===== src/rtl/fou_pkg.sv =====
// Shared types and helpers for the interval type-2 fuzzifier.
// Each trapezoid is described by six coefficient words, stored at consecutive addresses.
package fou_pkg;

  typedef enum logic [1:0] {
    S_IDLE = 2'd0,
    S_EVAL = 2'd1,
    S_DONE = 2'd2
  } state_t;

  localparam int F_A  = 0;
  localparam int F_B  = 1;
  localparam int F_C  = 2;
  localparam int F_D  = 3;
  localparam int F_SR = 4;
  localparam int F_SF = 5;
  localparam int WORDS_PER_TRAP = 6;

  // Clamp v to the all-ones value of a w-bit membership grade.
  function automatic logic [63:0] sat(input logic [63:0] v, input int unsigned w);
    logic [63:0] mx;
    mx = (64'd1 << w) - 64'd1;
    return (v > mx) ? mx : v;
  endfunction

endpackage


===== src/rtl/fou_tdm_trap_mu.sv =====
// Combinational trapezoid membership grade for one crisp input.
// The plateau test comes first, so a degenerate A >= B still yields MAX inside [B, C].
module trap_mu
  import fou_pkg::*;
#(
  parameter int W = 8
) (
  input  logic [W-1:0]   x,
  input  logic [W-1:0]   a,
  input  logic [W-1:0]   b,
  input  logic [W-1:0]   c,
  input  logic [W-1:0]   d,
  input  logic [2*W-1:0] sr,
  input  logic [2*W-1:0] sf,
  output logic [W-1:0]   mu
);
  localparam logic [W-1:0] MAX = '1;

  logic [W-1:0]   dx_r, dx_f;
  logic [3*W-1:0] rise, fall;

  // Differences are only consumed on the matching slope, where they cannot underflow.
  assign dx_r = x - a;
  assign dx_f = d - x;
  assign rise = {{(2*W){1'b0}}, dx_r} * {{W{1'b0}}, sr};
  assign fall = {{(2*W){1'b0}}, dx_f} * {{W{1'b0}}, sf};

  always_comb begin
    mu = '0;
    if (x >= b && x <= c)      mu = MAX;
    else if (x <= a || x >= d) mu = '0;
    else if (x < b)            mu = W'(sat(64'(rise >> W), W));
    else                       mu = W'(sat(64'(fall >> W), W));
  end

endmodule


===== src/rtl/fou_tdm.sv =====
// Time-multiplexed fuzzifier: one (input, set) pair per enabled cycle,
// producing upper and lower membership grades of an interval type-2 set.
module fou_tdm
  import fou_pkg::*;
#(
  parameter int W     = 8,
  parameter int N_IN  = 2,
  parameter int N_SET = 3
) (
  input  logic                               clk,
  input  logic                               RESET,
  input  logic                               EN_SCLK,
  input  logic                               start,
  input  logic [N_IN*W-1:0]                  in_data,
  input  logic                               cfg_we,
  input  logic [$clog2(N_IN*N_SET*12)-1:0]   cfg_addr,
  input  logic [2*W-1:0]                     cfg_data,
  output logic                               busy,
  output logic                               out_valid,
  output logic [$clog2(N_IN*N_SET)-1:0]      out_idx,
  output logic [W-1:0]                       out_up,
  output logic [W-1:0]                       out_low,
  output logic                               out_act,
  output logic                               done,
  output logic                               err
);
  localparam int N_TRAP = N_IN * N_SET;
  localparam int N_WORD = N_TRAP * 2 * WORDS_PER_TRAP;
  localparam int AW     = $clog2(N_WORD);
  localparam int IW     = $clog2(N_TRAP);

  state_t                  state, state_nx;
  logic [IW-1:0]           idx, in_sel, set_sel;
  logic [N_IN-1:0][W-1:0]  in_lat;
  logic [2*W-1:0]          coef [N_WORD];
  logic [AW-1:0]           ub, lb;
  logic [W-1:0]            x, mu_up, mu_low;
  logic                    last, wr_ok;

  assign busy  = (state != S_IDLE);
  assign done  = (state == S_DONE);
  assign last  = (idx == IW'(N_TRAP - 1));
  // Extra bit keeps the range check correct when N_WORD is a power of two.
  assign wr_ok = !busy && ({1'b0, cfg_addr} < (AW+1)'(N_WORD));
  assign ub    = AW'(idx) * AW'(2 * WORDS_PER_TRAP);
  assign lb    = ub + AW'(WORDS_PER_TRAP);

  always_comb begin
    x = '0;
    for (int i = 0; i < N_IN; i++)
      if (int'(in_sel) == i) x = in_lat[i];
  end

  trap_mu #(.W(W)) u_up (
    .x (x),
    .a (coef[ub + AW'(F_A)][W-1:0]),
    .b (coef[ub + AW'(F_B)][W-1:0]),
    .c (coef[ub + AW'(F_C)][W-1:0]),
    .d (coef[ub + AW'(F_D)][W-1:0]),
    .sr(coef[ub + AW'(F_SR)]),
    .sf(coef[ub + AW'(F_SF)]),
    .mu(mu_up)
  );

  trap_mu #(.W(W)) u_low (
    .x (x),
    .a (coef[lb + AW'(F_A)][W-1:0]),
    .b (coef[lb + AW'(F_B)][W-1:0]),
    .c (coef[lb + AW'(F_C)][W-1:0]),
    .d (coef[lb + AW'(F_D)][W-1:0]),
    .sr(coef[lb + AW'(F_SR)]),
    .sf(coef[lb + AW'(F_SF)]),
    .mu(mu_low)
  );

  always_ff @(posedge clk or posedge RESET) begin
    if (RESET)        state <= S_IDLE;
    else if (EN_SCLK) state <= state_nx;
  end

  always_comb begin
    state_nx = state;
    case (state)
      S_IDLE:  if (start) state_nx = S_EVAL;
      S_EVAL:  if (last)  state_nx = S_DONE;
      S_DONE:  state_nx = S_IDLE;
      default: state_nx = S_IDLE;
    endcase
  end

  // Configuration writes ignore EN_SCLK; everything else is gated by it.
  always_ff @(posedge clk or posedge RESET) begin
    if (RESET) begin
      idx       <= '0;
      in_sel    <= '0;
      set_sel   <= '0;
      in_lat    <= '0;
      out_valid <= 1'b0;
      out_idx   <= '0;
      out_up    <= '0;
      out_low   <= '0;
      out_act   <= 1'b0;
      err       <= 1'b0;
      for (int i = 0; i < N_WORD; i++) coef[i] <= '0;
    end else begin
      if (cfg_we) begin
        if (wr_ok) coef[cfg_addr] <= cfg_data;
        else       err <= 1'b1;
      end
      if (EN_SCLK) begin
        case (state)
          S_IDLE: begin
            out_valid <= 1'b0;
            if (start) begin
              in_lat  <= in_data;
              idx     <= '0;
              in_sel  <= '0;
              set_sel <= '0;
            end
          end
          S_EVAL: begin
            out_valid <= 1'b1;
            out_idx   <= idx;
            out_up    <= mu_up;
            out_low   <= (mu_low > mu_up) ? mu_up : mu_low;
            out_act   <= (mu_up != '0);
            if (mu_low > mu_up) err <= 1'b1;
            idx <= idx + 1'b1;
            if (int'(set_sel) == N_SET - 1) begin
              set_sel <= '0;
              in_sel  <= in_sel + 1'b1;
            end else begin
              set_sel <= set_sel + 1'b1;
            end
          end
          S_DONE:  out_valid <= 1'b0;
          default: out_valid <= 1'b0;
        endcase
      end
    end
  end

endmodule


===== config.mk =====
export PLATFORM = sky130hd
export DESIGN_NAME = fou_tdm
export DESIGN_NICKNAME = d
export VERILOG_FILES = /design/src/rtl/fou_pkg.sv /design/src/rtl/fou_tdm_trap_mu.sv /design/src/rtl/fou_tdm.sv
export SDC_FILE = /design/constraint.sdc
export NUM_CORES = 2
export LEC_CHECK = 0
export CELL_PAD_IN_SITES_DETAIL_PLACEMENT = 2
export CELL_PAD_IN_SITES_GLOBAL_PLACEMENT = 2
export CORE_MARGIN = 2
export CORE_UTILIZATION = 45
export CTS_BUF_LIST = sky130_fd_sc_hd__clkbuf_16
export CTS_CLUSTER_SIZE = 30
export DETAILED_ROUTE_END_ITERATION = 8
export PLACE_DENSITY_LB_ADDON = 0.1
export SLEW_MARGIN = 5
export SYNTH_ARGS = -nofsm -noshare
export SYNTH_HDL_FRONTEND = slang
export SYNTH_SLANG_ARGS = --single-unit

===== constraint.sdc =====
create_clock -name clk -period 83.1 [get_ports clk]
set_input_delay 8.31 -clock clk [delete_from_list [all_inputs] [get_ports clk]]
set_output_delay 8.31 -clock clk [all_outputs]
set_load 0.005 [all_outputs]

Word level (Yosys, flattened, before mapping)
Cells that the tools add are included.

Bits in registers: 1201. Input bits: 44. Output and inout bits: 24. Logic and storage cells: 243.

$add $sub $neg: 18. $mul: 5. Order comparisons: 30. Equality and inequality tests: 8. Mux-type cells: 67. Bitwise operators: 13. Reductions and logical operators: 18.

Operator list (count): $bmux W16 S7 (12); $bwmux W1152 (1); $mux W8 (29); $mux W16 (9); $demux W16 S7 (1); $ge A8 B8 Y1 const B (13); $not A7 Y8 (13); $mul A8 B16 Y24 (4); $gt A16 B8 Y1 const B (4); $add A7 B3 Y7 const B (5); $ge A8 B8 Y1 (4); $le A8 B8 Y1 (4); $sub A8 B8 Y8 (4); $add A7 B2 Y7 const B (4); $pmux W3 S2 (3); $lt A8 B8 Y1 (2); $add A7 B1 Y7 const B (2); $add A3 B1 Y3 const B (3); $mux W3 (3); $reduce_and A3 Y1 (3); $gt A8 B8 Y1 (1); $lt A8 B1 Y1 const B (1); $reduce_bool A8 Y1 (1); $lt A7 B7 Y1 const B (1); other kinds (17) (32).

Depth between registers and ports, before layout
Depth after elaboration: 18. Depth in mapped cells: 67. Gate-level depth less buffers: 50.

By module
A second synthesis with hierarchy kept.

Cell total of the unflattened synthesis: 6655. Area total of the unflattened synthesis: 82655.5 um^2.

By module, submodules not included: fou_tdm (instances 1, cells each 4480, area each 64405.5 um^2, seq. area each 30053.8 um^2); trap_mu (u_up) (instances 1, cells each 1098, area each 9222.6 um^2, seq. area each 0.0 um^2); trap_mu (u_low) (instances 1, cells each 1077, area each 9027.4 um^2, seq. area each 0.0 um^2).

Worst setup path after synthesis
OpenSTA, ideal clock, no wires.

Path type: reg-to-reg. Start point: register idx[0]. End point: register out_low[1]. Library setup time: 0.087 ns. Arrival time: 14.208 ns. Data required time: 83.013 ns. Path slack: 68.806 ns. Cell stages (with the launch flop): 63. Buffers on the path: 18. Period minus slack after synthesis: 14.294 ns. Cells stage by stage: dfrtp_1 buf_4 buf_2 buf_2 clkbuf_1 inv_1 buf_1 clkbuf_1 buf_1 ha_1 buf_4 buf_4 buf_4 buf_2 buf_2 buf_1 buf_1 buf_1 [... 27 more ...] nor2b_1 o21ai_0 nand2b_1 a221oi_1 a2111oi_0 a311o_1 a2111o_1 o41ai_1 a21oi_1 ha_1 a21o_1 a21o_1 a21oi_1 o21ai_0 nand2_1 and2_0 or3b_2 o211ai_1.

Longest elaborated chain between the ends: 16. Elaborated cells on any way between the ends: 98. Classes of those cells: 15 x add/sub; 5 x mul; 15 x order compare; 47 x mux; 12 x bitwise; 4 x reduce/logical.

Ends and longest elaborated chain: from (decl) (line fou_tdm.sv:33) `logic [IW-1:0] idx, in_sel, set_sel;`; from (signal assigned) (line fou_tdm.sv:128) `idx <= idx + 1'b1;`; $mul A3 B2 Y5 * (line fou_tdm.sv:45) `assign ub = AW'(idx) * AW'(2 * WORDS_PER_TRAP);`; $add A7 B3 Y7 (line fou_tdm.sv:46) `assign lb = ub + AW'(WORDS_PER_TRAP);`; $add A7 B2 Y7 (line fou_tdm.sv:70) `.d (coef[lb + AW'(F_D)][W-1:0]),`; $not A7 Y8 (not written as such) (line fou_tdm.sv:70); $bmux W16 S7 (line fou_tdm.sv:70); $mux W8 (not written as such) (2 in series) (line fou_tdm.sv:70); $sub A8 B8 Y8 (line fou_tdm_trap_mu.sv:24) `assign dx_f = d - x;`; $mul A8 B16 Y24 (line fou_tdm_trap_mu.sv:26) `assign fall = {{(2*W){1'b0}}, dx_f} * {{W{1'b0}}, sf};`; $gt A16 B8 Y1 (line fou_pkg.sv:23) `return (v > mx) ? mx : v;`; $mux W8 (line fou_pkg.sv:23); $mux W8 (line fou_tdm_trap_mu.sv:32) `else if (x < b) mu = W'(sat(64'(rise >> W), W));`; $mux W8 (line fou_tdm_trap_mu.sv:31) `else if (x <= a || x >= d) mu = '0;`; $mux W8 (line fou_tdm_trap_mu.sv:30) `if (x >= b && x <= c) mu = MAX;`; $gt A8 B8 Y1 (line fou_tdm.sv:125) `out_low <= (mu_low > mu_up) ? mu_up : mu_low;`; $mux W8 * (line fou_tdm.sv:125); to (signal assigned) (line fou_tdm.sv:125); to (decl) (line fou_tdm.sv:22) `output logic [W-1:0] out_low,`.

Every way passes the cells marked *; elsewhere a longest branch is shown, timed or not. The select of a mux whose other input is x is not followed. A chain may end at the register's enable or synchronous reset.

Worst setup path in the final report
Ends and elaborated chain as after synthesis.

==> flow_summary_export.csv <==
group,metric,value,unit
detailed_routing,drc,0,
floorplanning,die-area,0.1863,mm^2
setup_path,cp_slowest_cell,"buf_4",
setup_path,start_kind,"flop",
timing,slew_viol_final,0,
timing,post-route-min-period,14990,ps
synth,netlist_area,0.08231,mm^2
clock_network,cts-root-buf,"clkbuf_16",
min_path,whs_endpoint,"out_idx[0]",
clock_network,htreeDepth,4,
setup_path,r2r_start,"idx[0]",
setup_path,r2r.worst_path.cells,42,
clock_network,path_clk_slew,60,ps
clock_network,clk_path_buf_depth,3,
detailed_routing,wl_per_cell,32.70,um
floorplanning,core,0.1813,mm^2
clock_network,clock_sinks,1201,
min_path,hp-class,"flop to flop",
global_route,grt_start_max_net_pins,171,
timing,rsz0062_at_grt,"false",
setup_path,crit_path_frequent_cell,"a21o_1",
clock_network,clk_latency,830,ps
floorplanning,initial_utilization,0.4539,
synth,syn_nets,7666,
setup_path,timing.rr.end,"out_low[1]",
clock_network,cts.hold.buffers_added,0,
detailed_routing,num_vias,60590,
setup_path,cp-end-kind,"flop",
layout,utilization,0.4999,
status,status,"finished, final reports clean",
synth,synth_ff_type,"dfrtp_1",
floorplanning,fp.dieH,431.7,um
timing,tightest_slew,1367,ps
synth,yosys-top-cells-area,"dfrtp_1 37%, mux2_2 16%, mux4_2 11%",
timing,fmax,0.06669,GHz
timing,final.setup.tns,0,ps
global_route,grt_usage,0.3335,
synth,ys_warn_count,0,
setup_path,worstSetupPathType,"flop to flop",
clock_network,cts_buffers,144,
synth,synth_edf_count,0,
synth,yosysSeqAreaShare,0.3651,
global_route,overflow,0,
layout,final_cell_mix,"1200 x dfrtp_1, 1194 x mux2_2, 487 x inv_1",
global_route,first_global_vias,68030,
detailed_routing,drtPass1Iterations,5,
setup_path,critical_path.top_delay_family,"compound AO/OA/AOI/OAI gates",
clock_network,cts_resized,0,
synth,synthDistinctLibCells,80,
synth,yosys.area.top_type_share,0.3651,
layout,final_common_cell,"dfrtp_1",
floorplanning,die_w,431.7,um
synth,synth_cells,7039,
min_path,worstHoldStart,"out_idx[0]",
global_route,grt_pass1_wl,462700,um
place,gp_congestion,0.8684,
clock_network,cts_setup_buffers,0,
floorplanning,io_pins,68,
synth,synth-seq-cells,1201,
global_route,antenna_found_initial,11,
min_path,worstHoldPathCells,2,
timing,slew_headroom,0.08530,
place,dp.cells,9149,
timing,period_share,0.1804,
setup_path,cp.required,83800,ps
setup_path,rrSetupSlack,68110,ps
synth,async_flop_share,1.000,
layout,fin_nets,7552,
layout,fill_cells,17570,
timing,timing.hold.ws,484.7,ps
run,max_cap_viol_count,0,
place,port_buffers,67,
timing,hold_viol,0,
clock_network,tritoncts,"done",
setup_path,arrival,15700,ps
synth,syn_avg_cell_area,11.69,um^2
setup_path,worstPathMaxFanout,57,
detailed_routing,drtIter0Drc,4489,
detailed_routing,via_per_inst,6.439,
timing,setup_viol_count_final,0,
detailed_routing,drtAntennaViolNets,0,
layout,syn2layout_area_growth,10.13,%
synth,yosysTopAreaCell,"dfrtp_1",
setup_path,cpPeakStageDelay,860,ps
detailed_routing,routed_wl,307800,um
timing,fin_skew,47.94,ps
setup_path,crit_buf_inv,4,
place,hpwl,201800,um
layout,drive_gt1_frac,0.3142,
floorplanning,num_rows,156,
layout,instances_no_fill,9411,
## state kept, by name, indices dropped and copies added, names as in the netlist
signal / cells
set_sel: 3
out_idx: 3
out_low: 8
in_sel: 3
coef: 1152
state: 2
out_valid: 1
err: 1
in_lat: 16
idx: 3
out_act: 1
out_up: 8
## per-stage QoR
stage	area [um^2]	worst slack, ps
after CTS	90640	68110
after detailed placement	85940	68210
final	90650	68110
after global placement	85940	68550
after floorplan	82310	40960
after global routing	90640	67140
## synth_stat cells, types with 80 or more instances
master,count
a21o_1,87
or2_2,80
nand2b_1,110
mux2i_1,236
mux4_2,412
clkbuf_1,395
a21oi_1,149
fa_1,337
nand2_1,428
ha_1,246
buf_1,81
mux2_2,1194
nor2_1,547
inv_1,456
dfrtp_1,1201
nand3_1,133
o21ai_0,114
## worst reg2reg max path, delay by kind of cell, from the launching register on
kind | cells | cell delay, ps
XOR/XNOR | 1 | 770
multiplexers | 1 | 710
buffers and inverters | 4 | 2190
AND/OR/NAND/NOR | 9 | 2630
AO/OA/AOI/OAI | 19 | 3980
flip-flops | 1 | 760
adder cells (fa/ha/maj) | 8 | 3860
## cell type report
cell class | count | area [um^2] | area share
Tap cell | 2370 | 2965 | 0.03271
Sequential cell | 1201 | 30060 | 0.3316
Timing Repair Buffer | 258 | 2087 | 0.02302
Clock inverter | 113 | 1066 | 0.01176
Inverter | 456 | 1719 | 0.01896
Antenna cell | 4 | 10.01 | 0.0001104
Multi-Input combinational cell | 4864 | 49120 | 0.5418
Clock buffer | 145 | 3628 | 0.04003
## routing by layer
layer  up-vias  GRT usage  part of all wire
li1      24980          -                 -
met1     33060     0.4520              0.43
met2      1896     0.5354              0.47
met3       654    0.06489             0.065
met4        10     0.1174             0.038
met5         -          0           0.00024
## how the worst max path moves through the flow
stage / end / slack (ps) / depth (start not counted) / start
floorplan: coef[0] / 40960 / 1 / RESET
finish: out_low[1] / 68110 / 42 / idx[0]
detailed placement: out_low[1] / 68210 / 42 / idx[0]
global placement: out_low[1] / 68550 / 49 / idx[0]
CTS: out_low[1] / 68110 / 42 / idx[0]
global route: out_low[1] / 67140 / 49 / idx[0]
## kinds of logic (layout without fill, tap and decap cells)
family / Yosys count / count (layout) / share of synthesized area
multiplexers: 1842 / 1842 / 0.3048
AND/OR/NAND/NOR: 1523 / 1523 / 0.08491
flip-flops: 1201 / 1201 / 0.3651
buffers and inverters: 974 / 972 / 0.04541
AO/OA/AOI/OAI: 827 / 827 / 0.07052
adder cells (fa/ha/maj): 583 / 583 / 0.1194
XOR/XNOR: 89 / 89 / 0.009881
other: 0 / 4 / 0
Power is not shown: default switching activity piles up to over one toggle a cycle in this logic, so the estimate is an artifact.
